==> src/rtl/wb_dbgmaster_pkg.sv <==
// Shared constants for the serial-to-Wishbone debug master: opcodes, status bytes
// and the command state encoding.
package wb_dbgmaster_pkg;

   localparam logic [7:0] OP_WRITE = 8'h01;
   localparam logic [7:0] OP_READ  = 8'h02;
   localparam logic [7:0] ST_OK    = 8'hA5;
   localparam logic [7:0] ST_ERR   = 8'hEE;

   typedef enum logic [2:0] {
      S_IDLE = 3'd0,
      S_ADDR = 3'd1,
      S_DATA = 3'd2,
      S_BUS  = 3'd3,
      S_RESP = 3'd4
   } state_t;

   function automatic logic is_opcode(input logic [7:0] b);
      return (b == OP_WRITE) || (b == OP_READ);
   endfunction

endpackage

==> src/rtl/wb_dbgmaster.sv <==
// Byte-stream driven Wishbone initiator: decodes host commands from the UART,
// runs one single 32-bit cycle and streams the status or read data back.
module wb_dbgmaster
   import wb_dbgmaster_pkg::*;
#(
   parameter int unsigned timeout_cycles = 1024,
   parameter int unsigned rx_idle_cycles = 500000
) (
   input  logic        clk,
   input  logic        reset_n,
   input  logic [7:0]  rx_data,
   input  logic        rx_avail,
   output logic [7:0]  tx_data,
   output logic        tx_wr,
   input  logic        tx_busy,
   output logic [31:0] wb_adr_o,
   output logic [31:0] wb_dat_o,
   output logic [3:0]  wb_sel_o,
   output logic        wb_we_o,
   output logic        wb_cyc_o,
   output logic        wb_stb_o,
   input  logic [31:0] wb_dat_i,
   input  logic        wb_ack_i,
   input  logic        wb_err_i,
   output logic        active
);

   localparam logic [15:0] TOUT_LAST = 16'(timeout_cycles - 32'd1);
   localparam logic [19:0] IDLE_LAST = 20'(rx_idle_cycles - 32'd1);

   state_t      state_r;
   logic [1:0]  byte_cnt_r;
   logic [19:0] idle_cnt_r;
   logic [15:0] tout_cnt_r;
   logic [31:0] resp_sr_r;
   logic [2:0]  tx_left_r;
   logic        tx_hold_r;

   // Only full 32-bit transfers are ever issued.
   assign wb_sel_o = 4'hF;

   // Command FSM with byte collection, bus cycle, timeouts and TX handshake.
   always_ff @(posedge clk or negedge reset_n) begin
      if (!reset_n) begin
         state_r    <= S_IDLE;
         byte_cnt_r <= 2'd0;
         idle_cnt_r <= 20'd0;
         tout_cnt_r <= 16'd0;
         resp_sr_r  <= 32'd0;
         tx_left_r  <= 3'd0;
         tx_hold_r  <= 1'b0;
         wb_adr_o   <= 32'd0;
         wb_dat_o   <= 32'd0;
         wb_we_o    <= 1'b0;
         wb_cyc_o   <= 1'b0;
         wb_stb_o   <= 1'b0;
         tx_data    <= 8'd0;
         tx_wr      <= 1'b0;
         active     <= 1'b0;
      end else begin
         tx_wr <= 1'b0;
         case (state_r)
            S_IDLE: begin
               if (rx_avail && is_opcode(rx_data)) begin
                  wb_we_o    <= (rx_data == OP_WRITE);
                  byte_cnt_r <= 2'd0;
                  idle_cnt_r <= 20'd0;
                  state_r    <= S_ADDR;
                  active     <= 1'b1;
               end
            end
            S_ADDR, S_DATA: begin
               if (rx_avail) begin
                  idle_cnt_r <= 20'd0;
                  byte_cnt_r <= byte_cnt_r + 2'd1;
                  if (state_r == S_ADDR) begin
                     wb_adr_o <= {wb_adr_o[23:0], rx_data};
                  end else begin
                     wb_dat_o <= {wb_dat_o[23:0], rx_data};
                  end
                  if (byte_cnt_r == 2'd3) begin
                     if ((state_r == S_ADDR) && wb_we_o) begin
                        state_r <= S_DATA;
                     end else begin
                        state_r    <= S_BUS;
                        wb_cyc_o   <= 1'b1;
                        wb_stb_o   <= 1'b1;
                        tout_cnt_r <= 16'd0;
                     end
                  end
               end else if (idle_cnt_r == IDLE_LAST) begin
                  // Host went quiet mid-command: drop it without a response.
                  idle_cnt_r <= 20'd0;
                  state_r    <= S_IDLE;
                  active     <= 1'b0;
               end else begin
                  idle_cnt_r <= idle_cnt_r + 20'd1;
               end
            end
            S_BUS: begin
               if (wb_err_i || wb_ack_i || (tout_cnt_r == TOUT_LAST)) begin
                  wb_cyc_o  <= 1'b0;
                  wb_stb_o  <= 1'b0;
                  tx_hold_r <= 1'b0;
                  state_r   <= S_RESP;
                  // Err beats a simultaneous ack; ack on the expiry cycle still succeeds.
                  if (wb_err_i || !wb_ack_i) begin
                     resp_sr_r <= {ST_ERR, 24'd0};
                     tx_left_r <= 3'd1;
                  end else if (wb_we_o) begin
                     resp_sr_r <= {ST_OK, 24'd0};
                     tx_left_r <= 3'd1;
                  end else begin
                     resp_sr_r <= wb_dat_i;
                     tx_left_r <= 3'd4;
                  end
               end else begin
                  tout_cnt_r <= tout_cnt_r + 16'd1;
               end
            end
            S_RESP: begin
               // After each pulse skip one cycle so a late-rising tx_busy is seen.
               if (tx_wr) begin
                  tx_hold_r <= 1'b1;
               end else if (tx_hold_r) begin
                  tx_hold_r <= 1'b0;
               end else if (tx_left_r == 3'd0) begin
                  state_r <= S_IDLE;
                  active  <= 1'b0;
               end else if (!tx_busy) begin
                  tx_data   <= resp_sr_r[31:24];
                  tx_wr     <= 1'b1;
                  resp_sr_r <= {resp_sr_r[23:0], 8'h00};
                  tx_left_r <= tx_left_r - 3'd1;
               end
            end
            default: begin
               state_r  <= S_IDLE;
               wb_cyc_o <= 1'b0;
               wb_stb_o <= 1'b0;
               active   <= 1'b0;
            end
         endcase
      end
   end

endmodule

==> config.mk <==
export PLATFORM = sky130hd
export DESIGN_NAME = wb_dbgmaster
export DESIGN_NICKNAME = d
export VERILOG_FILES = /design/src/rtl/wb_dbgmaster_pkg.sv /design/src/rtl/wb_dbgmaster.sv
export SDC_FILE = /design/constraint.sdc
export NUM_CORES = 1
export LEC_CHECK = 0
export BUFFER_PORTS_ARGS = -buffer_cell sky130_fd_sc_hd__buf_2
export CORE_ASPECT_RATIO = 0.6
export CORE_UTILIZATION = 45
export CTS_BUF_LIST = sky130_fd_sc_hd__clkbuf_8
export DETAILED_ROUTE_END_ITERATION = 8
export MAX_ROUTING_LAYER = met4
export PLACE_DENSITY = 0.69
export SLEW_MARGIN = 25
export SYNTH_ARGS = -nofsm -noshare
export SYNTH_HDL_FRONTEND = slang
export SYNTH_SLANG_ARGS = --single-unit
==> constraint.sdc <==
create_clock -name clk -period 2.1 [get_ports clk]
set_clock_uncertainty 0.05 [all_clocks]
set_input_delay 0.105 -clock clk [delete_from_list [all_inputs] [get_ports clk]]
set_output_delay 0.105 -clock clk [all_outputs]
set_load 0.05 [all_outputs]
; ---- Yosys cells after proc, flatten, opt, wreduce, memory -nomap -nowiden
; Index checks and enable logic that the tools add are counted.
[word_totals]
reg_bits = 153
latchBits = 0
ram_bits = 0
mem_bits_ro = 0
out_inout_bits = 81
wordCells = 132
mem_count = 0
[classes]
add_sub_neg = 4
mul = 0
n_div = 0
n_lt_le_gt_ge = 0
eq_ne = 24
n_shift = 0
muxes = 57
bitwise = 7
n_reduce_logical = 26
[ops]
columns = op, n
row1 = $mux W32, 7
row2 = $mux W16, 4
row3 = $pmux W32 S2, 1
row4 = $mux W20, 3
row5 = $mux W3, 15
row6 = $pmux W20 S2, 1
row7 = $pmux W16 S2, 1
row8 = $ne A2 B2 Y1 const B, 13
row9 = $add A20 B1 Y20 const B, 1
row10 = $eq A20 B19 Y1 const B, 1
row11 = $mux W1, 17
row12 = $add A16 B1 Y16 const B, 1
row13 = $eq A16 B10 Y1 const B, 1
row14 = $reduce_and A5 Y1, 3
row15 = $reduce_and A7 Y1, 2
row16 = $pmux W3 S4, 1
row17 = $reduce_and A3 Y1, 3
row18 = $eq A8 B1 Y1 const B, 1
row19 = $eq A8 B2 Y1 const B, 1
row20 = $not A1 Y1, 7
row21 = $eq A3 B2 Y1 const B, 2
row22 = $logic_not A3 Y1, 2
row23 = $ne A3 B3 Y1 const B, 2
row24 = $pmux W3 S2, 1
row25 = 17 further kinds, 27

; ---- Logic depth before layout (Yosys ltp)
; Gate-level depths: netlist of run 1.
[logic_depth]
ltp_word = 6
depth_mapped = 9
depth_no_buf = 7

; ---- Worst setup path before layout of run 1
; OpenSTA, ideal clock, no wires.
[synth_timing]
path_kind = register to register
startpoint = reg tout_cnt_r[0]
endpoint = reg state_r[0]
setup_time_ns = 0.120
arrival_time_ns = 1.932
path_slack_ns = -0.002
stages_incl_launch_ff = 8
n_path_buf = 1
period_less_slack_ns = 2.102
path_cell_list = dfrtp_1 -> ha_1 -> and4bb_1 -> nand4bb_1 -> clkbuf_1 -> and2_1 -> or4_1 -> o211a_1
[synth_via]
elab_chain_cells = 4
[synth_lines]
columns = item, line_no
row1 = from (decl), wb_dbgmaster.sv:34  ; logic [15:0] tout_cnt_r;
row2 = from (signal assigned), wb_dbgmaster.sv:118  ; tout_cnt_r <= tout_cnt_r + 16'd1;
row3 = $eq A16 B10 Y1, wb_dbgmaster.sv:101  ; if (wb_err_i || wb_ack_i || (tout_cnt_r == TOUT_LAST)) begin
row4 = $logic_or A1 B1 Y1, wb_dbgmaster.sv:101
row5 = $ne A2 B2 Y1 (no source line), n/a
row6 = $reduce_and A7 Y1 (no source line), n/a
row7 = to (signal assigned), wb_dbgmaster.sv:94  ; state_r <= S_IDLE;
row8 = to (signal assigned), wb_dbgmaster.sv:105  ; state_r <= S_RESP;
row9 = to (signal assigned), wb_dbgmaster.sv:128  ; state_r <= S_IDLE;
row10 = to (decl), wb_dbgmaster.sv:31  ; state_t state_r;
; Every way passes these cells.
; A chain may end at the register's enable or synchronous reset.

; ---- Final worst setup path of run 1
[layout_timing]
startpoint = reg idle_cnt_r[10]
endpoint = reg idle_cnt_r[17]
[layout_via]
elab_chain_cells = 4
word_cells_on_any_way = 5
[layout_lines]
columns = item, line_no
row1 = from (decl), wb_dbgmaster.sv:33  ; logic [19:0] idle_cnt_r;
row2 = from (signal assigned), wb_dbgmaster.sv:97  ; idle_cnt_r <= idle_cnt_r + 20'd1;
row3 = $add A20 B1 Y20 / $eq A20 B19 Y1 (equally long branches), "wb_dbgmaster.sv:97, wb_dbgmaster.sv:91"
row4 = $mux W20 *, wb_dbgmaster.sv:91  ; end else if (idle_cnt_r == IDLE_LAST) begin
row5 = $mux W20 *, wb_dbgmaster.sv:73  ; if (rx_avail) begin
row6 = $pmux W20 S2 *, wb_dbgmaster.sv:62  ; case (state_r)
; Every way passes the cells marked *; elsewhere a longest branch is shown, timed or not.

==> flow_metrics.tcl, run 1 <==
set metrics [dict create \
    setup_viol 0 \
    floorplan.die_area_mm2 0.0158 \
    count_leader_synth "sky130_fd_sc_hd__dfrtp_1" \
    data_required_critical_path_ps 2370 \
    synth_seq_area_share_pct 55.5 \
    route.detailed.drc 0 \
    topRoutingLayerUsed "met4" \
    period_minus_slack_ps 2100 \
    grt_first_pass_wirelength_mm 27.4 \
    initial_core_util_pct 46.9 \
    clk_latency_ps 440 \
    drtIter0Drc 439 \
    synth-main-ff-cell "sky130_fd_sc_hd__dfrtp_1" \
    endpoint_class_of_the_critical_path "register" \
    area.growth.synth_to_final_pct 28.5 \
    cts_tree "yes" \
    floorplan.core_area_mm2 0.0147 \
    n_fill_cell 1218 \
    routed_via_density 5.38 \
    ir_drop_v 0.00124 \
    synthDistinctLibCells 57 \
    ioPinCount 127 \
    worst-endpoint-arrival_ps 2370 \
    cts.sink_count 153 \
    dp.cells 974 \
    timing.final.max_slew_violations 0 \
    globalRoute.totalOverflow 0 \
    synthesis.area_mm2 0.00690 \
    fin_worst_hold_slack_ps 41.8 \
    grt_pass1_vias 5415 \
    cts-buffers-inserted 17 \
    drt-pass1-iter-count 5 \
    instances_no_fill 1048 \
    clk_pin_slew_ps 90 \
    min_path_type "in2reg" \
    floorplan.die.width_um 162 \
    routed_wl_met3_um 808 \
    synthesis.yosys.warnings 0 \
    asyncSetResetFlopFracSynth_pct 100 \
    rows 34 \
    timing.critical_path.from_type "register" \
    antenna_found_initial 0 \
    remaining_number_of_nets_flagged_by_the_antenna_check_after_routing 0 \
    grt_setup_unrepaired "true" \
    area_share_of_the_leading_cell_type_in_the_synthesized_netlist_pct 55.5 \
    power_density_mw_per_mm2 1510 \
    die_h_um 97.9 \
    detailroute.wirelength.met2_mm 7.54 \
    layout-drive-gt1-share_pct 33.2 \
    numPortBuffers 122 \
    clockBufferDepth 2 \
    max_freq_mhz 477 \
    cap_viol_max_count 0 \
    post_synth_main_area_contributors "sky130_fd_sc_hd__dfrtp_1 (55%), sky130_fd_sc_hd__mux2_2 (10%), sky130_fd_sc_hd__nand2_1 (5.8%), sky130_fd_sc_hd__o21ai_0 (2.0%), sky130_fd_sc_hd__a31oi_1 (1.9%)" \
    status "finished clean" \
    synth_edf_count 0 \
    yosysTopAreaCell "sky130_fd_sc_hd__dfrtp_1" \
    grt_max_degree 58 \
    power.static_leakage_nw 4.10 \
    worstPathMaxFanout 6 \
    min_period_over_period_pct 99.8 \
    place.gp.congestion 0.837 \
    antenna_cells_inserted 0 \
    synth_common_cells "sky130_fd_sc_hd__dfrtp_1 (153), sky130_fd_sc_hd__nand2_1 (107), sky130_fd_sc_hd__mux2_2 (64)" \
    synthesis.instances 646 \
    criticalPathCategory "reg2reg" \
    finalWirelength_mm 16.7 \
    synth.avg_cell_area_um2 10.7 \
    finalHoldViolCount 0 \
    ctsHtreeMaxLevel 4 \
    wire_per_inst_um 16.0 \
    total_routing_resource_utilization_after_global_routing_pct 22.5 \
    via_count 5637 \
    postSynthRegisterBits 153 \
    cts-root-buf "sky130_fd_sc_hd__clkbuf_8" \
    wl_met1_mm 8.26 \
    nets 888 \
    place_hpwl_mm 11.6 \
]
[metrics by stage]
stage               total power (W)  setup TNS [ps]  area, µm²  setup slack [ps]  util (%)
detailed placement           0.0112            -115       8030             -54.4      54.6
CTS                          0.0134               0       8790             0.578      59.7
global placement             0.0110           -13.1       8030             -13.1      54.6
global route                 0.0142            -202       8860             -39.6      60.2
floorplan                   0.00939               0       6910              4.26         -
finish                       0.0134               0       8860              4.47      60.2
[kinds of logic (layout without fill, tap and decap cells)]
family	count (synthesis)	after routing	share of synthesized area [%]
simple gates	233	233	16.6
flops	153	153	55.5
compound gates	132	132	11.7
mux	67	67	10.9
buf+inv	44	245	2.90
xor+xnor	11	11	1.40
fa+ha+maj	5	5	0.907
other cells	1	4	0.0543
[timing repair]
item / CTS / global route
hold buffers: 38 / 0
gates resized for setup: 0 / 9
setup buffers: 0 / 3
cloned: 0 / 1
setup endpoints to repair: 4 / 31
endpoints found under the hold margin: 199 / 0
pin swaps: 1 / 9
[path summary, 6_finish.rpt]
path,from,to,slack [ps],cells after the start
hold / removal,wb_dat_i[30],resp_sr_r[30]$_DFFE_PN0P_,40,5
min in group asynchronous,reset_n,wb_dat_o[22]$_DFFE_PN0P_,90,2
setup / recovery,idle_cnt_r[10]$_DFFE_PN0P_,idle_cnt_r[17]$_DFFE_PN0P_,4,6
setup reg to reg,idle_cnt_r[10]$_DFFE_PN0P_,idle_cnt_r[17]$_DFFE_PN0P_,4,6
max in group asynchronous,reset_n,idle_cnt_r[10]$_DFFE_PN0P_,1220,3
hold reg to reg,resp_sr_r[25]$_DFFE_PN0P_,tx_data[1]$_DFFE_PN0P_,420,2
[metal layers]
layer | track usage (%) | vias to the layer above
li1 | - | 2683
met2 | 33.5 | 195
met3 | 4.38 | 18
met5 | - | -
met4 | 4.86 | 0
met1 | 31.8 | 2741
[layout make-up]
class                   instances  area, µm²  share of cell area, %
clock buffers                  18        248                   2.79
inverters                       5       18.8                  0.212
multi-input cells             452       2950                   33.3
flip-flops and latches        153       3830                   43.2
repair buffers                208       1450                   16.3
well taps                     198        248                   2.79
clock inverters                14        126                   1.43
[worst max-delay path: stages, from the launching register on]
cell	delay, ps
sky130_fd_sc_hd__dfrtp_1	390
sky130_fd_sc_hd__or4_4	550
sky130_fd_sc_hd__nor4_4	300
sky130_fd_sc_hd__a211oi_4	130
sky130_fd_sc_hd__buf_6	160
sky130_fd_sc_hd__and3_4	160
sky130_fd_sc_hd__a221o_1	260
[layout by cell type, fill, tap and decap left out, types with 18 or more instances in the layout]
master / n
sky130_fd_sc_hd__dfrtp_1: 153
sky130_fd_sc_hd__buf_4: 39
sky130_fd_sc_hd__o21ai_1: 20
sky130_fd_sc_hd__dlygate4sd3_1: 38
sky130_fd_sc_hd__clkbuf_8: 18
sky130_fd_sc_hd__a31oi_1: 20
sky130_fd_sc_hd__a21oi_1: 22
sky130_fd_sc_hd__buf_2: 122
sky130_fd_sc_hd__mux2_2: 64
sky130_fd_sc_hd__nand2_1: 107
sky130_fd_sc_hd__nor2_1: 30
sky130_fd_sc_hd__o21ai_0: 27
sky130_fd_sc_hd__nand3_1: 20
[power breakdown]
group | total (W) | internal [W] | switching [W]
Clock | 0.00213 | 0.000903 | 0.00123
Combinational | 0.00647 | 0.00214 | 0.00433
Sequential | 0.00482 | 0.00404 | 0.000774
[flip-flops by register name, indices dropped and copies added, names as in the netlist, 2 cells and up]
name        flops
resp_sr_r      32
wb_adr_o       32
wb_dat_o       32
idle_cnt_r     20
tout_cnt_r     16
tx_data         8
state_r         3
tx_left_r       3
byte_cnt_r      2
(Power assumes the default switching activity.)
==> inputs of run 2 (changes only) <==
--- a/config.mk
+++ b/config.mk
@@ -6,9 +6,9 @@
 export NUM_CORES = 1
 export LEC_CHECK = 0
 export BUFFER_PORTS_ARGS = -buffer_cell sky130_fd_sc_hd__buf_2
-export CORE_ASPECT_RATIO = 0.6
+export CORE_ASPECT_RATIO = 1.25
 export CORE_UTILIZATION = 45
-export CTS_BUF_LIST = sky130_fd_sc_hd__clkbuf_8
+export CTS_BUF_LIST = sky130_fd_sc_hd__clkbuf_4 sky130_fd_sc_hd__clkbuf_8
 export DETAILED_ROUTE_END_ITERATION = 8
 export MAX_ROUTING_LAYER = met4
 export PLACE_DENSITY = 0.69
==> run 2 against run 1 <==
  * Worst hold slack worse by 18 ps
  * Non-clock buffer count is 3 higher
  * Power is 0.88% lower
  * Critical path depth is 1 lower
  * Clock power is 5% lower
  * First-iteration DRC count is 51% lower
  * Setup slack better by 18 ps
  * Die area hardly changed
  * Cell count is 1.1% lower
  * Via count is 0.30% higher
  * Cell area is 0.27% lower
  * Highest routed layer unchanged
==> flow_metrics.tcl, run 2 (same netlist as run 1, synthesis figures left out) <==
set metrics [dict create \
    status "finished clean" \
    route.detailed.drc 0 \
    via_count 5654 \
    numPortBuffers 122 \
    reg.largest.list "resp_sr_r: 32 flops, wb_adr_o: 32 flops, wb_dat_o: 32 flops" \
    min_path_type "in2reg" \
    cts.sink_count 153 \
    cts_tree "yes" \
    grt_max_degree 70 \
    ir_drop_v 0.00157 \
    layout_common_cells "sky130_fd_sc_hd__dfrtp_1 (153), sky130_fd_sc_hd__buf_2 (121), sky130_fd_sc_hd__nand2_1 (107), sky130_fd_sc_hd__mux2_2 (64), sky130_fd_sc_hd__buf_4 (42)" \
    rows 50 \
    wl_met1_mm 6.71 \
    grt_pass1_vias 5643 \
    nets 891 \
    clockBufferDepth 2 \
    place.gp.congestion 0.836 \
    grt_first_pass_wirelength_mm 27.3 \
    finalHoldViolCount 0 \
    cap_viol_max_count 0 \
    ctsHtreeMaxLevel 4 \
    period_minus_slack_ps 2080 \
    initial_core_util_pct 46.2 \
    criticalPathCategory "reg2reg" \
    floorplan.die.width_um 113 \
    globalRoute.totalOverflow 0 \
    worst-endpoint-arrival_ps 2370 \
    clk_pin_slew_ps 80 \
    power.static_leakage_nw 4.10 \
    place_hpwl_mm 11.0 \
    overall_power_w 0.0133 \
    total_routing_resource_utilization_after_global_routing_pct 22.4 \
    drtIter0Drc 213 \
    wire_per_inst_um 15.7 \
    finalWirelength_mm 16.3 \
    layout-drive-gt1-share_pct 33.4 \
    routed_via_density 5.46 \
    floorplan.die_area_mm2 0.0158 \
    cts-buffers-inserted 17 \
    floorplan.core_area_mm2 0.0150 \
    grt_setup_unrepaired "true" \
    setup_viol 0 \
    timing.critical_path.from_type "register" \
    power_density_mw_per_mm2 1500 \
    fin_worst_hold_slack_ps 24.0 \
    worstPathMaxFanout 3 \
    ioPinCount 127 \
    data_required_critical_path_ps 2400 \
    routed_wl_met3_um 637 \
    n_fill_cell 1251 \
    cts-root-buf "sky130_fd_sc_hd__clkbuf_8" \
    area.growth.synth_to_final_pct 28.1 \
    clk_latency_ps 450 \
    drt-pass1-iter-count 4 \
    endpoint_class_of_the_critical_path "register" \
    min_period_over_period_pct 99.0 \
    timing.final.max_slew_violations 0 \
    max_freq_mhz 481 \
    remaining_number_of_nets_flagged_by_the_antenna_check_after_routing 0 \
    detailroute.wirelength.met2_mm 8.37 \
    topRoutingLayerUsed "met4" \
    antenna_found_initial 1 \
    die_h_um 140 \
    leading_cell_type_in_the_layout_fill_and_taps_excluded "sky130_fd_sc_hd__dfrtp_1" \
]
run 2: cell count changes in the layout (fill, tap and decap cells not counted), moves of 3 or more:
cell                         previous run  this run
sky130_fd_sc_hd__and3_1                 6         9
sky130_fd_sc_hd__and3_4                 3         0
sky130_fd_sc_hd__clkinvlp_4             2         5
sky130_fd_sc_hd__inv_8                  4         0
sky130_fd_sc_hd__buf_4                 39        42
sky130_fd_sc_hd__inv_6                  6         1
run 2: area by class of cell:
cell class              count  area (µm²)  area share [%]
clock inverters            10        70.1           0.793
flip-flops and latches    153        3830            43.3
well taps                 182         228            2.58
diodes                      1        2.50          0.0283
multi-input cells         452        2940            33.2
repair buffers            211        1470            16.6
inverters                   5        18.8           0.212
clock buffers              22         290            3.28
run 2: worst paths after layout:
check                                           startpoint  cells after the start  slack (ps)                        end
worst min-delay path                          wb_dat_i[27]                      5          20  resp_sr_r[27]$_DFFE_PN0P_
max in group asynchronous                          reset_n                      3        1250   wb_dat_o[18]$_DFFE_PN0P_
worst max register to register  idle_cnt_r[11]$_DFFE_PN0P_                      5          20     state_r[0]$_DFFE_PN0P_
worst max-delay path            idle_cnt_r[11]$_DFFE_PN0P_                      5          20     state_r[0]$_DFFE_PN0P_
min in group asynchronous                          reset_n                      2          30     state_r[0]$_DFFE_PN0P_
worst min register to register   resp_sr_r[28]$_DFFE_PN0P_                      2         420     tx_data[4]$_DFFE_PN0P_
run 2: metrics by stage:
step | worst slack (ps) | util (%) | instance area (µm²) | setup TNS (ps) | std cells
floorplan | 4.26 | - | 6910 | 0 | 649
detailed placement | -73.2 | 53.8 | 8040 | -404 | 963
global route | -23.8 | 59.1 | 8840 | -46.8 | 1036
CTS | 9.61 | 58.7 | 8780 | 0 | 1033
global placement | 3.36 | 53.8 | 8040 | 0 | 963
finish | 22.0 | 59.1 | 8840 | 0 | 1036
run 2: power breakdown:
part           internal (W)  switching [W]  total [W]
clock network      0.000934        0.00108    0.00202
logic               0.00220        0.00430    0.00650
registers           0.00404       0.000742    0.00479
total               0.00718        0.00613     0.0133
run 2: repair_timing:
action | 4_1_cts | 5_1_grt
hold endpoints to repair | 199 | 0
setup endpoints to repair | 13 | 52
hold buffers | 38 | 0
setup buffers | 0 | 2
pin swaps | 2 | 1
gates resized for setup | 0 | 11
run 2: layer usage:
| layer | global-route usage (%) | up-vias |
|---|---|---|
| met1 | 25.8 | 2765 |
| met5 | - | - |
| met4 | 11.4 | 0 |
| li1 | - | 2690 |
| met3 | 4.76 | 36 |
| met2 | 36.8 | 163 |
run 2: worst max-delay path, stage by stage (launching register included):
cell	delay, ps
sky130_fd_sc_hd__dfrtp_1	390
sky130_fd_sc_hd__or4_4	550
sky130_fd_sc_hd__nor4_4	230
sky130_fd_sc_hd__a211oi_4	120
sky130_fd_sc_hd__or4_1	510
sky130_fd_sc_hd__o211a_1	140
==> inputs of run 3 (changes only) <==
--- a/config.mk
+++ b/config.mk
@@ -6,9 +6,9 @@
 export NUM_CORES = 1
 export LEC_CHECK = 0
 export BUFFER_PORTS_ARGS = -buffer_cell sky130_fd_sc_hd__buf_2
-export CORE_ASPECT_RATIO = 1.25
+export CORE_ASPECT_RATIO = 0.75
 export CORE_UTILIZATION = 45
-export CTS_BUF_LIST = sky130_fd_sc_hd__clkbuf_4 sky130_fd_sc_hd__clkbuf_8
+export CTS_BUF_LIST = sky130_fd_sc_hd__clkbuf_8 sky130_fd_sc_hd__clkbuf_16
 export DETAILED_ROUTE_END_ITERATION = 8
 export MAX_ROUTING_LAYER = met4
 export PLACE_DENSITY = 0.69
==> run 3 against run 2 <==
  * The flow now finishes with violations (negative setup slack)
  * Worst hold slack got worse by 15 ps
  * Sequential cell count did not move
  * First-iteration DRC count rose by 83%
  * Non-clock buffer count rose by 6
  * Sequential power barely moved
  * Critical endpoint unchanged
  * Largest cell class unchanged
  * Largest power group unchanged
==> flow_metrics.tcl, run 3 (same netlist as run 1, synthesis figures left out) <==
set metrics [dict create \
    min_period_over_period_pct 101 \
    worstPathMaxFanout 5 \
    clockBufferDepth 2 \
    ioPinCount 127 \
    finalHoldViolCount 0 \
    nets 897 \
    post-route-util_pct 62.6 \
    ir_drop_v 0.00137 \
    crit_cells 5 \
    place_hpwl_mm 11.2 \
    antenna_cells_inserted 0 \
    status "complete, but fails checks" \
    floorplan.die_area_mm2 0.0158 \
    layout_common_cells "sky130_fd_sc_hd__dfrtp_1 (152), sky130_fd_sc_hd__buf_2 (121), sky130_fd_sc_hd__nand2_1 (107), sky130_fd_sc_hd__mux2_2 (64), sky130_fd_sc_hd__buf_4 (43)" \
    floorplan.core_area_mm2 0.0147 \
    total_routing_resource_utilization_after_global_routing_pct 22.2 \
    post-route-worst-setup-slack_ps -12.0 \
    criticalPathCategory "reg2reg" \
    area.growth.synth_to_final_pct 33.7 \
    worstHoldPathCells 3 \
    period_minus_slack_ps 2110 \
    failed_checks "negative setup slack" \
    max_freq_mhz 473 \
    via_count 5723 \
    dp_worst_setup_slack_ps -63.9 \
    ctsHtreeMaxLevel 4 \
    clk_latency_ps 420 \
    routed_wl_met3_um 762 \
    data_required_critical_path_ps 2350 \
    routed_via_density 5.40 \
    worst_path_max_delay_cell "sky130_fd_sc_hd__or4_4" \
    fin_worst_hold_slack_ps 8.72 \
    layout.cell_area.non_filler_mm2 0.00922 \
    timing.max_slew.rel_slack_pct 59.1 \
    drt-pass1-iter-count 5 \
    cts-buffers-inserted 17 \
    die_h_um 109 \
    min_path_type "in2reg" \
    topRoutingLayerUsed "met4" \
    max_stage_delay_ps 550 \
    grt_setup_unrepaired "true" \
    grt_first_pass_wirelength_mm 27.3 \
    globalRoute.totalOverflow 0 \
    detailroute.wirelength.met2_mm 7.94 \
    route.detailed.drc 0 \
    endpoint_class_of_the_critical_path "register" \
    reg.largest.list "resp_sr_r: 32 flops, wb_adr_o: 32 flops, wb_dat_o: 32 flops" \
    drtIter0Drc 389 \
    reg2reg_depth 5 \
    cts_tree "yes" \
    rows 38 \
    critPathTopFamily "simple AND/OR/NAND/NOR gates" \
    dpl-instance-area_mm2 0.00809 \
    grt_max_degree 64 \
    place.gp.congestion 0.822 \
    timing.critical_path.from_type "register" \
    cap_viol_max_count 0 \
    initial_core_util_pct 46.8 \
    setup_viol 4 \
    cts-root-buf "sky130_fd_sc_hd__clkbuf_16" \
    numPortBuffers 122 \
    wl_met1_mm 7.95 \
    leading_cell_type_in_the_layout_fill_and_taps_excluded "sky130_fd_sc_hd__dfrtp_1" \
    cts.sink_count 153 \
    crit_path_buffers_inverters 0 \
    overall_power_w 0.0146 \
    remaining_number_of_nets_flagged_by_the_antenna_check_after_routing 0 \
    power.static_leakage_nw 4.26 \
    power_density_mw_per_mm2 1580 \
    wire_per_inst_um 15.9 \
    antenna_found_initial 0 \
    finalWirelength_mm 16.8 \
    layout-drive-gt1-share_pct 34.8 \
    worstPathCellList "or4_4 -> nor4_4 -> a211oi_4 -> or4_1 -> o211a_1" \
    clk_pin_slew_ps 70 \
    worst-endpoint-arrival_ps 2360 \
    grt_pass1_vias 5654 \
    timing.final.max_slew_violations 0 \
    worst_slew_pin_slew_ps 614 \
    floorplan.die.width_um 145 \
]
==> run 3: cell count changes in the layout (fill, tap and decap cells not counted), moves of 4 or more <==
cell,change
sky130_fd_sc_hd__buf_6,+4
sky130_fd_sc_hd__clkbuf_16,+17
sky130_fd_sc_hd__clkbuf_8,-20
sky130_fd_sc_hd__inv_6,+5
==> run 3: final timing paths <==
kind / from / end / slack, ps
worst max-delay path: idle_cnt_r[11]$_DFFE_PN0P_ / state_r[0]$_DFFE_PN0P_ / -10
worst min-delay path: wb_dat_i[22] / resp_sr_r[22]$_DFFE_PN0P_ / 9
worst min register to register: resp_sr_r[29]$_DFFE_PN0P_ / tx_data[5]$_DFFE_PN0P_ / 430
min in group asynchronous: reset_n / tx_data[2]$_DFFE_PN0P_ / 190
worst max register to register: idle_cnt_r[11]$_DFFE_PN0P_ / state_r[0]$_DFFE_PN0P_ / -10
max in group asynchronous: reset_n / wb_dat_o[11]$_DFFE_PN0P_ / 1170
==> run 3: repair_timing <==
action                     CTS  global route
buffers inserted             0             8
setup endpoints to repair    9            47
cloned                       0             2
pin swaps                    2            15
hold endpoints to repair   102             0
resized for setup            0            31
hold buffers                36             0
==> run 3: worst reg2reg max path: cells and delay by family (launching register included) <==
family / cells / cell delay [ps]
and+or+nand+nor: 3 / 1280
DFF: 1 / 380
AOI/OAI and AO/OA: 2 / 290
==> run 3: through the flow <==
stage	std cells	setup TNS [ps]
2_1_floorplan	649	0
3_3_place_gp	981	-12.2
3_5_place_dp	981	-383
4_1_cts	1049	0
5_1_grt	1059	-784
6_report	1059	-27.0
==> run 3: final cells by class <==
type	count	area [µm²]
Fill cell	1188	5520
Sequential cell	153	3830
Multi-Input combinational cell	452	2980
Timing Repair Buffer	217	1550
Clock buffer	17	425
Tap cell	200	250
Clock inverter	15	165
Inverter	5	18.8
==> run 3: layer usage <==
metal,GRT usage (%),vias to the layer above
li1,-,2707
met1,29.0,2839
met2,35.1,164
met3,4.73,13
met4,6.61,0
met5,-,-
==> run 3: report_power, final <==
group / switching [W] / total, W / internal, W
clock: 0.00128 / 0.00306 / 0.00178
sequential: 0.000758 / 0.00481 / 0.00405
combinational: 0.00442 / 0.00674 / 0.00232
